--- config.mk ---
export PLATFORM = sky130hd
export DESIGN_NAME = me_search_ctrl
export DESIGN_NICKNAME = d
export VERILOG_FILES = /design/src/rtl/me_pkg.sv /design/src/rtl/me_addr_gen.sv /design/src/rtl/me_search_ctrl.sv
export SDC_FILE = /design/constraint.sdc
export NUM_CORES = 1
export LEC_CHECK = 0
export BUFFER_PORTS_ARGS = -buffer_cell sky130_fd_sc_hd__buf_2
export CAP_MARGIN = 10
export CORE_MARGIN = 2
export CORE_UTILIZATION = 49
export DETAILED_ROUTE_END_ITERATION = 8
export PLACE_DENSITY = 0.91
export SKIP_CTS_REPAIR_TIMING = 1
export SYNTH_ARGS = -nofsm -noshare
export SYNTH_HDL_FRONTEND = slang
export SYNTH_SLANG_ARGS = --single-unit
--- constraint.sdc ---
create_clock -name clock -period 2.8 [get_ports clock]
set_input_delay 0.14 -clock clock [delete_from_list [all_inputs] [get_ports clock]]
set_output_delay 0.14 -clock clock [all_outputs]
set_load 0.02 [all_outputs]
--- src/rtl/me_pkg.sv ---
// Shared constants and types for the motion-estimation search controller.
// The search spans 256 candidates, from -8 to +7 in each axis.
package me_pkg;

  localparam int BLK    = 16;
  localparam int WIN    = 32;
  localparam int NUM_PE = 16;

  localparam logic [12:0] LAST_COUNT = 13'd4111;

  typedef enum logic [1:0] {
    IDLE,
    RUN,
    DONE
  } state_t;

endpackage

--- src/rtl/me_addr_gen.sv ---
// Combinational decode of the search counter into memory addresses,
// PE input selects, distance-ready strobes and candidate vectors.
module me_addr_gen
  import me_pkg::*;
(
  input  logic [12:0]       count,
  input  logic              run,
  output logic [7:0]        AddressR,
  output logic [9:0]        AddressS1,
  output logic [9:0]        AddressS2,
  output logic [NUM_PE-1:0] S1S2mux,
  output logic [NUM_PE-1:0] newDist,
  output logic [3:0]        vecX,
  output logic [3:0]        vecY
);

  logic [4:0] v;
  logic [3:0] i;
  logic [3:0] j;
  logic [4:0] row1;
  logic [4:0] row2;
  logic       strobe;

  assign v = count[12:8];
  assign i = count[7:4];
  assign j = count[3:0];

  // row2 feeds PEs still finishing the previous reference row
  always_comb begin
    row1 = v + {1'b0, i};
    if (i == 4'd0)
      row2 = v + 5'd14;
    else
      row2 = v + {1'b0, i} - 5'd1;
  end

  // addresses and per-PE half select
  always_comb begin
    AddressR  = {i, j};
    AddressS1 = {row1, 1'b0, j};
    AddressS2 = {row2, 1'b1, j};
    S1S2mux   = '0;
    for (int k = 0; k < NUM_PE; k++)
      S1S2mux[k] = (j >= 4'(k));
  end

  // PE j finishes a candidate of row v-1 at the start of each reference pass
  always_comb begin
    strobe  = run && (v != 5'd0) && (i == 4'd0);
    newDist = '0;
    vecX    = 4'd0;
    vecY    = 4'd0;
    if (strobe) begin
      newDist = 16'd1 << j;
      vecX    = j - 4'd8;
      vecY    = v[3:0] - 4'd9;
    end
  end

endmodule

--- src/rtl/me_search_ctrl.sv ---
// Full-search sequencer: FSM plus 13-bit cycle counter driving
// the address/strobe decoder for the 16-PE systolic array.
module me_search_ctrl
  import me_pkg::*;
(
  input  logic              clock,
  input  logic              reset,
  input  logic              start,
  output logic [7:0]        AddressR,
  output logic [9:0]        AddressS1,
  output logic [9:0]        AddressS2,
  output logic [NUM_PE-1:0] S1S2mux,
  output logic [NUM_PE-1:0] newDist,
  output logic [3:0]        vecX,
  output logic [3:0]        vecY,
  output logic              busy,
  output logic              completed
);

  state_t      state;
  logic [12:0] count;

  // search FSM; count is zero whenever the FSM sits in IDLE
  always_ff @(posedge clock or posedge reset) begin
    if (reset) begin
      state     <= IDLE;
      count     <= '0;
      busy      <= 1'b0;
      completed <= 1'b0;
    end else begin
      unique case (state)
        IDLE: begin
          if (start) begin
            state <= RUN;
            busy  <= 1'b1;
          end
        end
        RUN: begin
          if (!start) begin
            state <= IDLE;
            count <= '0;
            busy  <= 1'b0;
          end else if (count == LAST_COUNT) begin
            state     <= DONE;
            busy      <= 1'b0;
            completed <= 1'b1;
          end else begin
            count <= count + 13'd1;
          end
        end
        DONE: begin
          if (!start) begin
            state     <= IDLE;
            count     <= '0;
            completed <= 1'b0;
          end
        end
        default: begin
          state     <= IDLE;
          count     <= '0;
          busy      <= 1'b0;
          completed <= 1'b0;
        end
      endcase
    end
  end

  me_addr_gen u_addr (
    .count     (count),
    .run       (busy),
    .AddressR  (AddressR),
    .AddressS1 (AddressS1),
    .AddressS2 (AddressS2),
    .S1S2mux   (S1S2mux),
    .newDist   (newDist),
    .vecX      (vecX),
    .vecY      (vecY)
  );

endmodule
==> impl_results.md <==
* Post-Synthesis Cells at 235
* Vias post-DR at 1733
* Post-synth top area cell: dfrtp_1
* Sequential-to-total area share from yosys stat at 23.6%
* Yosys synthesis warning count at 0
* Final Util at 57.1%
* Cells along the critical path: ha_1, inv_1, fa_1, nand2b_1, a21oi_1, xor2_1, or3_1, a31oi_1, buf_2
* Failing checks: negative hold slack
* Cts bufs inserted at 3
* Number of enable-type register cells in the synthesized netlist at 0
* Antenna violations before repair at 0
* Die Span Y at 64.6 um
* Final setup violating endpoints at 0
* Ports at 73
* Synth-to-layout area growth at 14.5%
* Final std cell area, no fill at 2060 um^2
* CTS root buffer: clkbuf_8
* Timing-limited maximum frequency at 374 MHz
* Switching fraction of total power at 30.4%
* Worst min path class: in -> async
* Proportion of layout cells with a drive suffix above 1 at 29.5%
* Final GP Congestion at 0.864
* Leak pwr at 1.18 nW
* Inserted Diodes at 0
* Worst-case hold slack at -0.0318 ns
* Count of nets left with antenna violations after detail routing at 0
* Post-Synthesis Mean Instance Area at 7.66 um^2
* Input/output buffers at 69
* Pre-Repair DR Iteration Count at 4
* Worst Setup Start Kind: flip-flop
* Slew at the pin with the worst max-slew slack at 0.659 ns
* Outcome: finished with violations
* Maximum number of pins on one net before global-route repair at 23
* Overall die area at 4170 um^2
* Number of register bits inferred by synthesis at 17
* Max Fanout on Critical Path at 7
* Top flip-flop cell by instance count after synthesis: dfrtp_1
* WP data arrival at 2.53 ns
* RSZ-0062 raised after global routing: false
* DRT iter0 DRCs at 63
* Maximum count of clock buffers along a single path at 2
* Gate power share at 15.8%
* Number of pins with negative max-slew slack in the final report at 0
* Final hold viol count at 17
* Overall Global Routing Usage at 21.3%
* Total cell area at the placement stage at 2000 um^2
* Category of the critical setup timing path: reg -> out
* Global-route wire length before repair at 7160 um
* Commonest cells after routing, fill and taps aside: 69 x buf_2, 36 x nor2_1, 18 x nand2_1, 17 x ha_1
* Post-route setup TNS at 0 ns
* Final setup margin at 0.125 ns
* Number of core rows at 22
* Overall power after layout at 0.000540 W
* Number of clock sinks at 17
* Net load switching power at 0.000164 W
* Latest clock arrival within the worst-skew pair at 0.26 ns
* Die span in x at 64.6 um
* Post-detailed-route DRC marker count at 0
* Delay of the slowest cell on the worst path at 0.47 ns
* Worst slack, placed at 0.328 ns
* Master of the slowest instance on the critical path: dfrtp_1
* Internal power of the cells at 0.000375 W
* Cell variety after synth at 41
* Initial cell density of the core at 49.9%
* Data required time at the worst endpoint at 2.66 ns
* Period utilisation layout at 95.5%
* Post-route clock skew at 0.000613 ns
* Overall routed net length at 4340 um
* Maximum vdd drop at 0.000217 V
* Number of nets in the layout at 300
* Synth top area cells: dfrtp_1 24%, ha_1 12%, buf_4 8.3%
* CTS clock-pin slew for the worst setup and hold paths at 0.07 ns
* Share of Yosys cell area claimed by the top area cell type at 23.6%
* Max-cap viol count at 0
* Headroom to the max-slew limit at 56.0%
* Detailed-route wire length per cell at 13.3 um
* Final critical delay including setup and external delays at 2.67 ns
* Post-synth design cell area at 1800 um^2
* Number of global-route vias before repair at 1579
* Power density of the placed cells at 262 nW/um^2
* Floorplan core area at 3610 um^2
* Clock group share of total power at 35.2%
* Share of total power in sequential cells at 49.0%
* Via count normalized by instance count at 5.32
* Estimated wirelength of the detail-placed design at 3300 um
* Endpoint type of the worst setup path: output port
* Most common library cell in the layout ignoring fill and taps: buf_2
* Number of levels the H-tree was split into at 1
* Ys async rst share at 100%
* Residual overflow from global routing at 0
* TritonCTS clock tree: yes
[critical path, delay by kind of cell, from the launching register on]
family                     cells  cell delay [ns]
adders and majority gates      2             0.65
and+or+nand+nor                2             0.49
DFF                            1             0.47
AOI/OAI and AO/OA              2             0.31
buffers and inverters          2             0.24
xor gates and xnor gates       1             0.12
[metal layers]
layer	track usage, %	vias to the layer above	wire length, um
met2	39.5	87	2150
met5	0	-	0
met1	25.1	802	1790
met3	2.78	6	341
met4	7.45	0	57
li1	-	838	-
[state kept, by name, summed over array words and instances (netlist names)]
register / flops
busy: 1
completed: 1
state: 2
count: 13
[final timing paths]
path	start	to	slack, ns	cells past startpoint
hold / removal	reset	state[0]	-0.03	2
min in group clock	start	state[1]	0.21	3
max in group asynchronous	reset	count[4]	2.37	2
setup reg to reg	count[1]	count[5]	0.55	7
hold reg to reg	completed	completed	0.53	2
setup / recovery	count[8]	AddressS2[9]	0.13	9
[per-stage QoR]
stage	hold WS, ns	cells
after floorplan	0.0661	236
after global placement	0.260	322
after detailed placement	0.275	322
after CTS	-0.00551	326
after global routing	0.0360	326
final	-0.0318	326
[cell families after synthesis]
family,Yosys count,synth area share [%]
XOR/XNOR,13,6.33
AO/OA/AOI/OAI,43,15.9
buffers and inverters,48,15.1
flip-flops,17,23.6
AND/OR/NAND/NOR,94,25.7
other,2,0.417
adder cells (fa/ha/maj),18,12.9
[synthesized netlist by cell type (2+ instances only)]
master and instances:
o21ai_0 10, inv_1 16, o21a_1 3, nor4_2 2, xor2_1 5, nand4_1 3, nor2_1 36, nor2b_1 2
nor3_1 3, nand3_1 7, a21oi_1 10, a31oi_1 2, clkbuf_1 9, dfrtp_1 17, conb_1 2, ha_1 17
o21ai_1 6, nand2b_1 6, and3_1 5, o31ai_1 3, buf_6 2, xnor2_1 8, a21o_1 3, buf_4 20
or3_1 4, and2_1 2, nand2_1 18
[layout make-up]
cell class | instances | area [um^2]
Fill cell | 322 | 1550
Sequential cell | 17 | 427
Tap cell | 48 | 60.1
Clock inverter | 1 | 5.00
Timing Repair Buffer | 70 | 353
Inverter | 16 | 60.1
Multi-Input combinational cell | 171 | 1110
Clock buffer | 3 | 41.3
[power groups by stage]
stage               Sequential [W]  Clock [W]  Combinational (W)
global placement          0.000268          0          0.0000831
global route              0.000266   0.000200          0.0000949
detailed placement        0.000269          0          0.0000856
floorplan                 0.000265          0          0.0000795
finish                    0.000264   0.000190          0.0000853
CTS                       0.000265   0.000193          0.0000857
Power figures use the tool's default switching activity.
